===== config.mk =====
export PLATFORM = sky130hd
export DESIGN_NAME = bus_cycle_ctl
export DESIGN_NICKNAME = d
export VERILOG_FILES = /design/src/rtl/bus_cycle_ctl.sv
export SDC_FILE = /design/constraint.sdc
export NUM_CORES = 1
export LEC_CHECK = 0
export BUFFER_PORTS_ARGS = -buffer_cell sky130_fd_sc_hd__buf_2
export CAP_MARGIN = 10
export CELL_PAD_IN_SITES_DETAIL_PLACEMENT = 1
export CELL_PAD_IN_SITES_GLOBAL_PLACEMENT = 1
export CORE_ASPECT_RATIO = 0.7
export CORE_MARGIN = 4
export CORE_UTILIZATION = 44
export CTS_BUF_LIST = sky130_fd_sc_hd__clkbuf_2
export DETAILED_ROUTE_END_ITERATION = 6
export PLACE_DENSITY_LB_ADDON = 0.25
export SETUP_SLACK_MARGIN = 0.1
export SLEW_MARGIN = 20
export SYNTH_ARGS = -nofsm -noshare
export SYNTH_HDL_FRONTEND = slang
export SYNTH_SLANG_ARGS = --single-unit

===== constraint.sdc =====
create_clock -name clk -period 2.2 [get_ports clk]
set_clock_uncertainty 0.1 [all_clocks]
set_input_delay 0.11 -clock clk [delete_from_list [all_inputs] [get_ports clk]]
set_output_delay 0.11 -clock clk [all_outputs]
set_load 0.01 [all_outputs]

===== src/rtl/bus_cycle_ctl.sv =====
// bus_cycle_ctl
// Sequences CPU memory and I/O bus cycles: AR load, address setup, space and
// direction strobes, optional wait-state stretching with timeout, and recovery.
// A halt/DMA/front-panel requester can take the bus between transactions.
// All outputs are registered decodes of the current state, so every output
// lags the state register by one clock and has no combinational input path.
module bus_cycle_ctl #(
   parameter int ADDR_SETUP    = 1,   // 1..7
   parameter int STROBE_CYCLES = 2,   // 1..15
   parameter int MAX_WAIT      = 15   // 1..255
) (
   input  logic clk,
   input  logic reset,
   input  logic req,
   input  logic is_io,
   input  logic is_write,
   input  logic nwaiting,
   input  logic halt_req,
   output logic busy,
   output logic done,
   output logic buserr,
   output logic nwrite_ar,
   output logic nmem,
   output logic nio,
   output logic nr,
   output logic nw,
   output logic halt,
   output logic halt_ack
);

   typedef enum logic [2:0] {
      S_IDLE    = 3'd0,
      S_LOAD    = 3'd1,
      S_SETUP   = 3'd2,
      S_STROBE  = 3'd3,
      S_WAIT    = 3'd4,
      S_RECOVER = 3'd5,
      S_HALTED  = 3'd6
   } state_t;

   localparam logic [3:0] SETUP_LAST  = 4'(ADDR_SETUP - 1);
   localparam logic [3:0] STROBE_LAST = 4'(STROBE_CYCLES - 1);
   localparam logic [8:0] WAIT_LIMIT  = 9'(MAX_WAIT);

   state_t     state_reg, state_next;
   logic [3:0] phase_cnt_reg;   // cycles spent so far in SETUP or STROBE
   logic [7:0] wait_cnt_reg;    // wait cycles already completed in WAIT
   logic       err_reg;         // wait timeout seen in this transaction
   logic       io_reg;          // latched space select
   logic       wr_reg;          // latched direction

   logic busy_reg, done_reg, buserr_reg, nwrite_ar_reg;
   logic nmem_reg, nio_reg, nr_reg, nw_reg, halt_reg, halt_ack_reg;
   logic busy_next, done_next, buserr_next, nwrite_ar_next;
   logic nmem_next, nio_next, nr_next, nw_next, halt_next, halt_ack_next;

   // Compare one ahead in 9 bits so MAX_WAIT=255 cannot wrap the counter.
   logic wait_hit;
   assign wait_hit = ({1'b0, wait_cnt_reg} + 9'd1) >= WAIT_LIMIT;

   // State register plus per-transaction counters and latched attributes
   always_ff @(posedge clk) begin
      if (reset) begin
         state_reg     <= S_IDLE;
         phase_cnt_reg <= '0;
         wait_cnt_reg  <= '0;
         err_reg       <= 1'b0;
         io_reg        <= 1'b0;
         wr_reg        <= 1'b0;
      end else begin
         state_reg <= state_next;

         if (state_next == state_reg &&
             (state_reg == S_SETUP || state_reg == S_STROBE))
            phase_cnt_reg <= phase_cnt_reg + 4'd1;
         else
            phase_cnt_reg <= '0;

         if (state_reg == S_WAIT && state_next == S_WAIT)
            wait_cnt_reg <= wait_cnt_reg + 8'd1;
         else
            wait_cnt_reg <= '0;

         if (state_reg == S_WAIT && !nwaiting && wait_hit)
            err_reg <= 1'b1;
         else if (state_reg == S_RECOVER)
            err_reg <= 1'b0;

         // Attributes are captured only on acceptance and ignored afterwards
         if (state_reg == S_IDLE && state_next == S_LOAD) begin
            io_reg <= is_io;
            wr_reg <= is_write;
         end
      end
   end

   // Next-state decision; halt requests are only honoured from IDLE
   always_comb begin
      state_next = state_reg;
      case (state_reg)
         S_IDLE: begin
            if (halt_req)
               state_next = S_HALTED;
            else if (req)
               state_next = S_LOAD;
         end
         S_LOAD:
            state_next = S_SETUP;
         S_SETUP: begin
            if (phase_cnt_reg == SETUP_LAST)
               state_next = S_STROBE;
         end
         S_STROBE: begin
            if (phase_cnt_reg == STROBE_LAST)
               state_next = nwaiting ? S_RECOVER : S_WAIT;
         end
         S_WAIT: begin
            if (nwaiting || wait_hit)
               state_next = S_RECOVER;
         end
         S_RECOVER:
            state_next = S_IDLE;
         S_HALTED: begin
            if (!halt_req)
               state_next = S_IDLE;
         end
         default:
            state_next = S_IDLE;
      endcase
   end

   // Output decode of the current state, registered below
   always_comb begin
      busy_next      = 1'b0;
      done_next      = 1'b0;
      buserr_next    = 1'b0;
      nwrite_ar_next = 1'b1;
      nmem_next      = 1'b1;
      nio_next       = 1'b1;
      nr_next        = 1'b1;
      nw_next        = 1'b1;
      halt_next      = 1'b0;
      halt_ack_next  = 1'b0;
      case (state_reg)
         S_LOAD: begin
            busy_next      = 1'b1;
            nwrite_ar_next = 1'b0;
         end
         S_SETUP:
            busy_next = 1'b1;
         S_STROBE, S_WAIT: begin
            busy_next = 1'b1;
            nmem_next = io_reg;
            nio_next  = ~io_reg;
            nr_next   = wr_reg;
            nw_next   = ~wr_reg;
         end
         S_RECOVER: begin
            busy_next   = 1'b1;
            done_next   = 1'b1;
            buserr_next = err_reg;
         end
         S_HALTED: begin
            halt_next     = 1'b1;
            halt_ack_next = 1'b1;
         end
         default: begin
            busy_next = 1'b0;
         end
      endcase
   end

   // Output registers; reset forces every strobe inactive on the same edge
   always_ff @(posedge clk) begin
      if (reset) begin
         busy_reg      <= 1'b0;
         done_reg      <= 1'b0;
         buserr_reg    <= 1'b0;
         nwrite_ar_reg <= 1'b1;
         nmem_reg      <= 1'b1;
         nio_reg       <= 1'b1;
         nr_reg        <= 1'b1;
         nw_reg        <= 1'b1;
         halt_reg      <= 1'b0;
         halt_ack_reg  <= 1'b0;
      end else begin
         busy_reg      <= busy_next;
         done_reg      <= done_next;
         buserr_reg    <= buserr_next;
         nwrite_ar_reg <= nwrite_ar_next;
         nmem_reg      <= nmem_next;
         nio_reg       <= nio_next;
         nr_reg        <= nr_next;
         nw_reg        <= nw_next;
         halt_reg      <= halt_next;
         halt_ack_reg  <= halt_ack_next;
      end
   end

   assign busy      = busy_reg;
   assign done      = done_reg;
   assign buserr    = buserr_reg;
   assign nwrite_ar = nwrite_ar_reg;
   assign nmem      = nmem_reg;
   assign nio       = nio_reg;
   assign nr        = nr_reg;
   assign nw        = nw_reg;
   assign halt      = halt_reg;
   assign halt_ack  = halt_ack_reg;

endmodule


# Word-level counts from Yosys, hierarchy flattened
# Index checks and enable logic that the tools add are counted.
[op_classes]
n_reduce_logical = 17
n_eq_ne = 10
add_sub_neg = 3
order_cmp = 1
muxes = 14
bitwise = 6
[op_table]
columns = ["operator", "count"]
rows = [
  ["3-bit two-way mux", 6],
  ["3-bit case mux with 6 select lines", 1],
  ["3-bit equality test (second input constant)", 4],
  ["2-bit OR reduction", 5],
  ["8-bit by 1-bit adder with 9-bit output (second input constant)", 1],
  ["9-bit by 4-bit >= comparator with 1-bit output (second input constant)", 1],
  ["8-bit by 1-bit adder with 8-bit output (second input constant)", 1],
  ["1-bit two-way mux", 7],
  ["3-bit by 1-bit equality test with 1-bit output (second input constant)", 2],
  ["3-bit by 2-bit equality test with 1-bit output (second input constant)", 2],
  ["1-bit NOT", 6],
  ["1-bit logical AND", 5],
  ["5-bit OR reduction", 1],
  ["4-bit by 1-bit adder with 4-bit output (second input constant)", 1],
  ["4-bit by 1-bit equality test with 1-bit output (second input constant)", 1],
  ["4-bit logical NOT", 1],
  ["3-bit equality test", 1],
  ["3-bit logical NOT", 1],
  ["1-bit logical OR", 2],
  ["2-bit nonzero test", 1],
  ["1-bit logical NOT", 1],
]
[totals]
regBits = 27
out_inout_bits = 10
word_cells = 66
inputBits = 7

# Longest topological paths before layout
[depth]
word_depth = 9
depth_mapped = 7

# Worst setup path before layout
# OpenSTA, ideal clock, no wires.
[synth_timing]
kind = "register -> register"
startpoint = "register wait_cnt_reg[0]"
endpoint = "register err_reg"
slack_ns = 0.534
setup_ns = 0.115
stages_incl_launch_ff = 8
arrival_ns = 1.451
synth_period_minus_slack_ns = 1.666
path_buffers = 0
path_cell_list = "dfxtp_1 > inv_1 > ha_1 > o21bai_1 > or3_1 > o211ai_1 > o21ai_0 > o21a_1"
[synth_between]
elab_chain_cells = 4
word_cells_on_any_way = 5
[synth_rtl]
columns = ["element", "line", "text"]
rows = [
  ["from (decl)", "47", "logic [7:0] wait_cnt_reg;"],
  ["from (signal assigned)", "80", "wait_cnt_reg <= wait_cnt_reg + 8'd1;"],
  ["8-bit by 1-bit adder with 9-bit output *", "59", "assign wait_hit = ({1'b0, wait_cnt_reg} + 9'd1) >= WAIT_LIMIT;"],
  ["9-bit by 4-bit >= comparator with 1-bit output *", "59", ""],
  ["1-bit logical AND *", "84", "if (state_reg == S_WAIT && !nwaiting && wait_hit)"],
  ["1-bit two-way mux or 2-bit nonzero test (tied branches)", "n/a", ""],
  ["to (signal assigned)", "67", "err_reg <= 1'b0;"],
  ["to (signal assigned)", "85", "err_reg <= 1'b1;"],
  ["to (signal assigned)", "87", "err_reg <= 1'b0;"],
  ["to (decl)", "48", "logic err_reg;"],
]
# Every way passes the cells marked *; elsewhere a longest branch is shown, timed or not.
# A chain may end at the register's enable or synchronous reset.

# Final worst setup path
[layout_timing]
startpoint = "register state_reg[2]"
endpoint = "register io_reg"
[layout_between]
elab_chain_cells = 5
word_cells_on_any_way = 15
[layout_rtl]
columns = ["element", "line", "text"]
rows = [
  ["from (decl)", "45", "state_t state_reg, state_next;"],
  ["from (signal assigned)", "71", "state_reg <= state_next;"],
  ["3-bit two-way mux", "104", "else if (req)"],
  ["3-bit two-way mux", "102", "if (halt_req)"],
  ["3-bit case mux with 6 select lines", "100", "case (state_reg)"],
  ["3-bit by 1-bit equality test with 1-bit output", "90", "if (state_reg == S_IDLE && state_next == S_LOAD) begin"],
  ["1-bit logical AND *", "90", ""],
  ["to (signal assigned)", "91", "io_reg <= is_io;"],
  ["to (decl)", "49", "logic io_reg;"],
]
# Marks and branches as above.

==> results.toml <==
[floorplan]
die_height_um = 51.2
core-area_um2 = 2500
dieArea_um2 = 3560
io-pin-count = 17
initial_utilization_pct = 46.9
num_rows = 15
die_w_um = 69.7

[layout]
area_delta_synth_final_pct = 16.7
nets = 162
fin_util_pct = 54.7
largest_reg_flops = 8
nFillCells = 315
drive_gt1_share_pct = 18.1
n_antenna_cell = 0
final_cell_area_um2 = 1370

[sta]
fin_setup_tns_ns = 0
fmax_mhz = 531
hold_viol = 0
slew_viol_final = 0
rsz0062_at_grt = "false"
slew_headroom_pct = 65.0
fin_crit_ns = 1.88
fin_crit_sh_pct = 85.6
setup_violations = 0
tightest_slew_ns = 0.525
setup_slack_ns = 0.317

[route]
ant_nets = 0
wl_met3_um = 108
viasPerCell = 5.16
wl_per_cell_um = 14.7
via_count = 944
met1_length_mm = 1.32
drc = 0
firstDrtPassIters = 4
first_iter_violations = 51
wl_met2_mm = 1.21
drt_wl_total_mm = 2.69
top_layer_used = "met4"

[power_and_ir_drop]
power_frac_seq_pct = 58.3
switchingPower_uw = 319
comb_power_share_pct = 21.7
power.leakage_nw = 0.524
clockPowerShare_pct = 20.0
p_sw_share_pct = 32.3
ir_drop_uv = 311
intPower_uw = 669
finalPower_uw = 988
p_per_area_nw_per_um2 = 723

[global_route]
grt_pass1_wl_mm = 4.77
first_global_vias = 975
antenna_found_initial = 0
grt_max_degree = 17
grt.overflow.total = 0
grt.total_usage_pct = 17.3

[worst_setup_path]
required_ns = 2.43
r2r_start = "state_reg[2]"
critPathLaunchType = "register"
critical_path_class = "reg -> reg"
rr_endpoint = "io_reg"
worstPathMaxFanout = 13
worstSetupStartpoint = "state_reg[2]"
rrSetupSlack_ns = 0.32
reg2regPathDepth = 4
arrival_ns = 2.11
worst_setup_path_end_kind = "register"
crit_path_end = "io_reg"

[synthesis]
synth_top_area_share_pct = 46.2
syn_area_per_cell_um2 = 9.52
synthCells = 123
synth_area_leaders = "dfxtp_1 (46%), ha_1 (5.3%), nor2_1 (3.5%)"
yosysWarnings = 0
ys_seq_area_share_pct = 46.2
synth_area_um2 = 1170
ys_types = 41
synth_top_area_cell = "dfxtp_1"
ys_seq_elements = 27

[placed_design]
gp_congestion = 0.834
hpwl_mm = 1.84
placed_cell_area_um2 = 1270
port_buffers = 16
dp_slack_ns = 0.369

[min_path]
holdPathStages = 4
min_path_type = "in -> reg"
hp-start = "nwaiting"

[clock_tree]
cts_max_level = 1
cts_sinks = 27
clockBufferDepth = 2
clk_pin_slew_ns = 0.27
cts-root-buf = "clkbuf_2"
cts_tree = "yes"
post_cts_buffers = 0
insertion_delay_ns = 0.40
numCtsBuffers = 3

[run_status]
status = "finished, final reports clean"

[job]
cap_violations = 0
[routing by layer]
layer,vias to the layer above,track usage [%]
met5,-,0
met4,0,7.64
met3,4,5.30
met2,14,27.4
met1,449,22.0
li1,477,-
[power by group through the flow]
stage	logic (mW)	registers [mW]	clock network, mW
4_1_cts	0.211	0.575	0.206
5_1_grt	0.240	0.584	0.227
2_1_floorplan	0.165	0.570	0
3_3_place_gp	0.189	0.582	0
3_5_place_dp	0.198	0.584	0
6_report	0.214	0.576	0.198
[stage by stage]
stage | std cells | hold WS, ns
6_report | 183 | 0.0485
2_1_floorplan | 126 | 0.112
4_1_cts | 183 | 0.0504
3_5_place_dp | 172 | 0.275
3_3_place_gp | 172 | 0.262
5_1_grt | 183 | 0.0622
[critical path, cell delays in order, from the launching register on]
cell and delay [ns]:
dfxtp_1 0.53, nor4_4 0.33, nand3_1 0.12, dlygate4sd3_1 0.58, a21oi_1 0.14
[Yosys cell counts, drive strengths merged]
| cell type | count |
|---|---|
| nor4 | 1 |
| nor2b | 2 |
| o21ai | 5 |
| a31oi | 2 |
| xor2 | 2 |
| inv | 6 |
| o211ai | 1 |
| clkbuf | 1 |
| nand2 | 9 |
| and4 | 1 |
| o2111a | 1 |
| o22a | 1 |
| xnor2 | 2 |
| a211oi | 2 |
| buf | 4 |
| o21bai | 1 |
| a211o | 1 |
| nand3 | 4 |
| or3b | 1 |
| or3 | 6 |
| conb | 1 |
| nor3 | 7 |
| and2 | 1 |
| nor3b | 2 |
| nand2b | 2 |
| o211a | 1 |
| mux2i | 1 |
| a21oi | 8 |
| ha | 5 |
| dfxtp | 27 |
| o21a | 1 |
| a31o | 1 |
| nor2 | 11 |
| o31ai | 2 |
[timing repair]
item | in CTS | in global routing
hold buffers | 7 | 0
endpoints found under the hold margin | 10 | 0
gates resized for setup | 0 | 0
[worst min-delay path by stage]
stage                         to  slack (ns)
floorplan                   nmem        0.11
global placement          io_reg        0.26
detailed placement        io_reg        0.28
CTS                 state_reg[0]        0.05
global route        state_reg[0]        0.06
finish              state_reg[0]        0.05
[cells by family after synthesis]
kind of cell | count (synthesis) | share of synthesized area, %
XOR/XNOR | 4 | 2.99
adder cells (fa/ha/maj) | 5 | 5.34
buffers and inverters | 11 | 5.23
other | 1 | 0.320
flip-flops | 27 | 46.2
multiplexers | 1 | 0.855
AND/OR/NAND/NOR | 47 | 22.4
AO/OA/AOI/OAI | 27 | 16.7
[placed cells by master (no fill, tap or decap), types with 2 or more instances in the layout]
master / count
xnor2_1: 2
a211oi_1: 2
xor2_1: 2
nand2_1: 8
a31oi_1: 2
nor2_1: 11
inv_1: 6
dlygate4sd3_1: 7
ha_1: 5
o21ai_0: 3
or3_1: 6
nand3_1: 4
nand2b_1: 2
nor3_1: 7
nor3b_1: 2
dfxtp_1: 27
clkbuf_2: 3
conb_1: 4
buf_2: 16
a21oi_1: 8
[cell type report]
class / count / area [um^2] / area share, %
clock inverter: 1 / 7.51 / 0.549
clock buffer: 3 / 15.0 / 1.10
inverter: 6 / 22.5 / 1.65
multi-input combinational: 88 / 581 / 42.5
timing repair buffer: 24 / 158 / 11.5
tap: 34 / 42.5 / 3.11
sequential: 27 / 541 / 39.6
No activity file was read; power rests on OpenSTA's default activity.
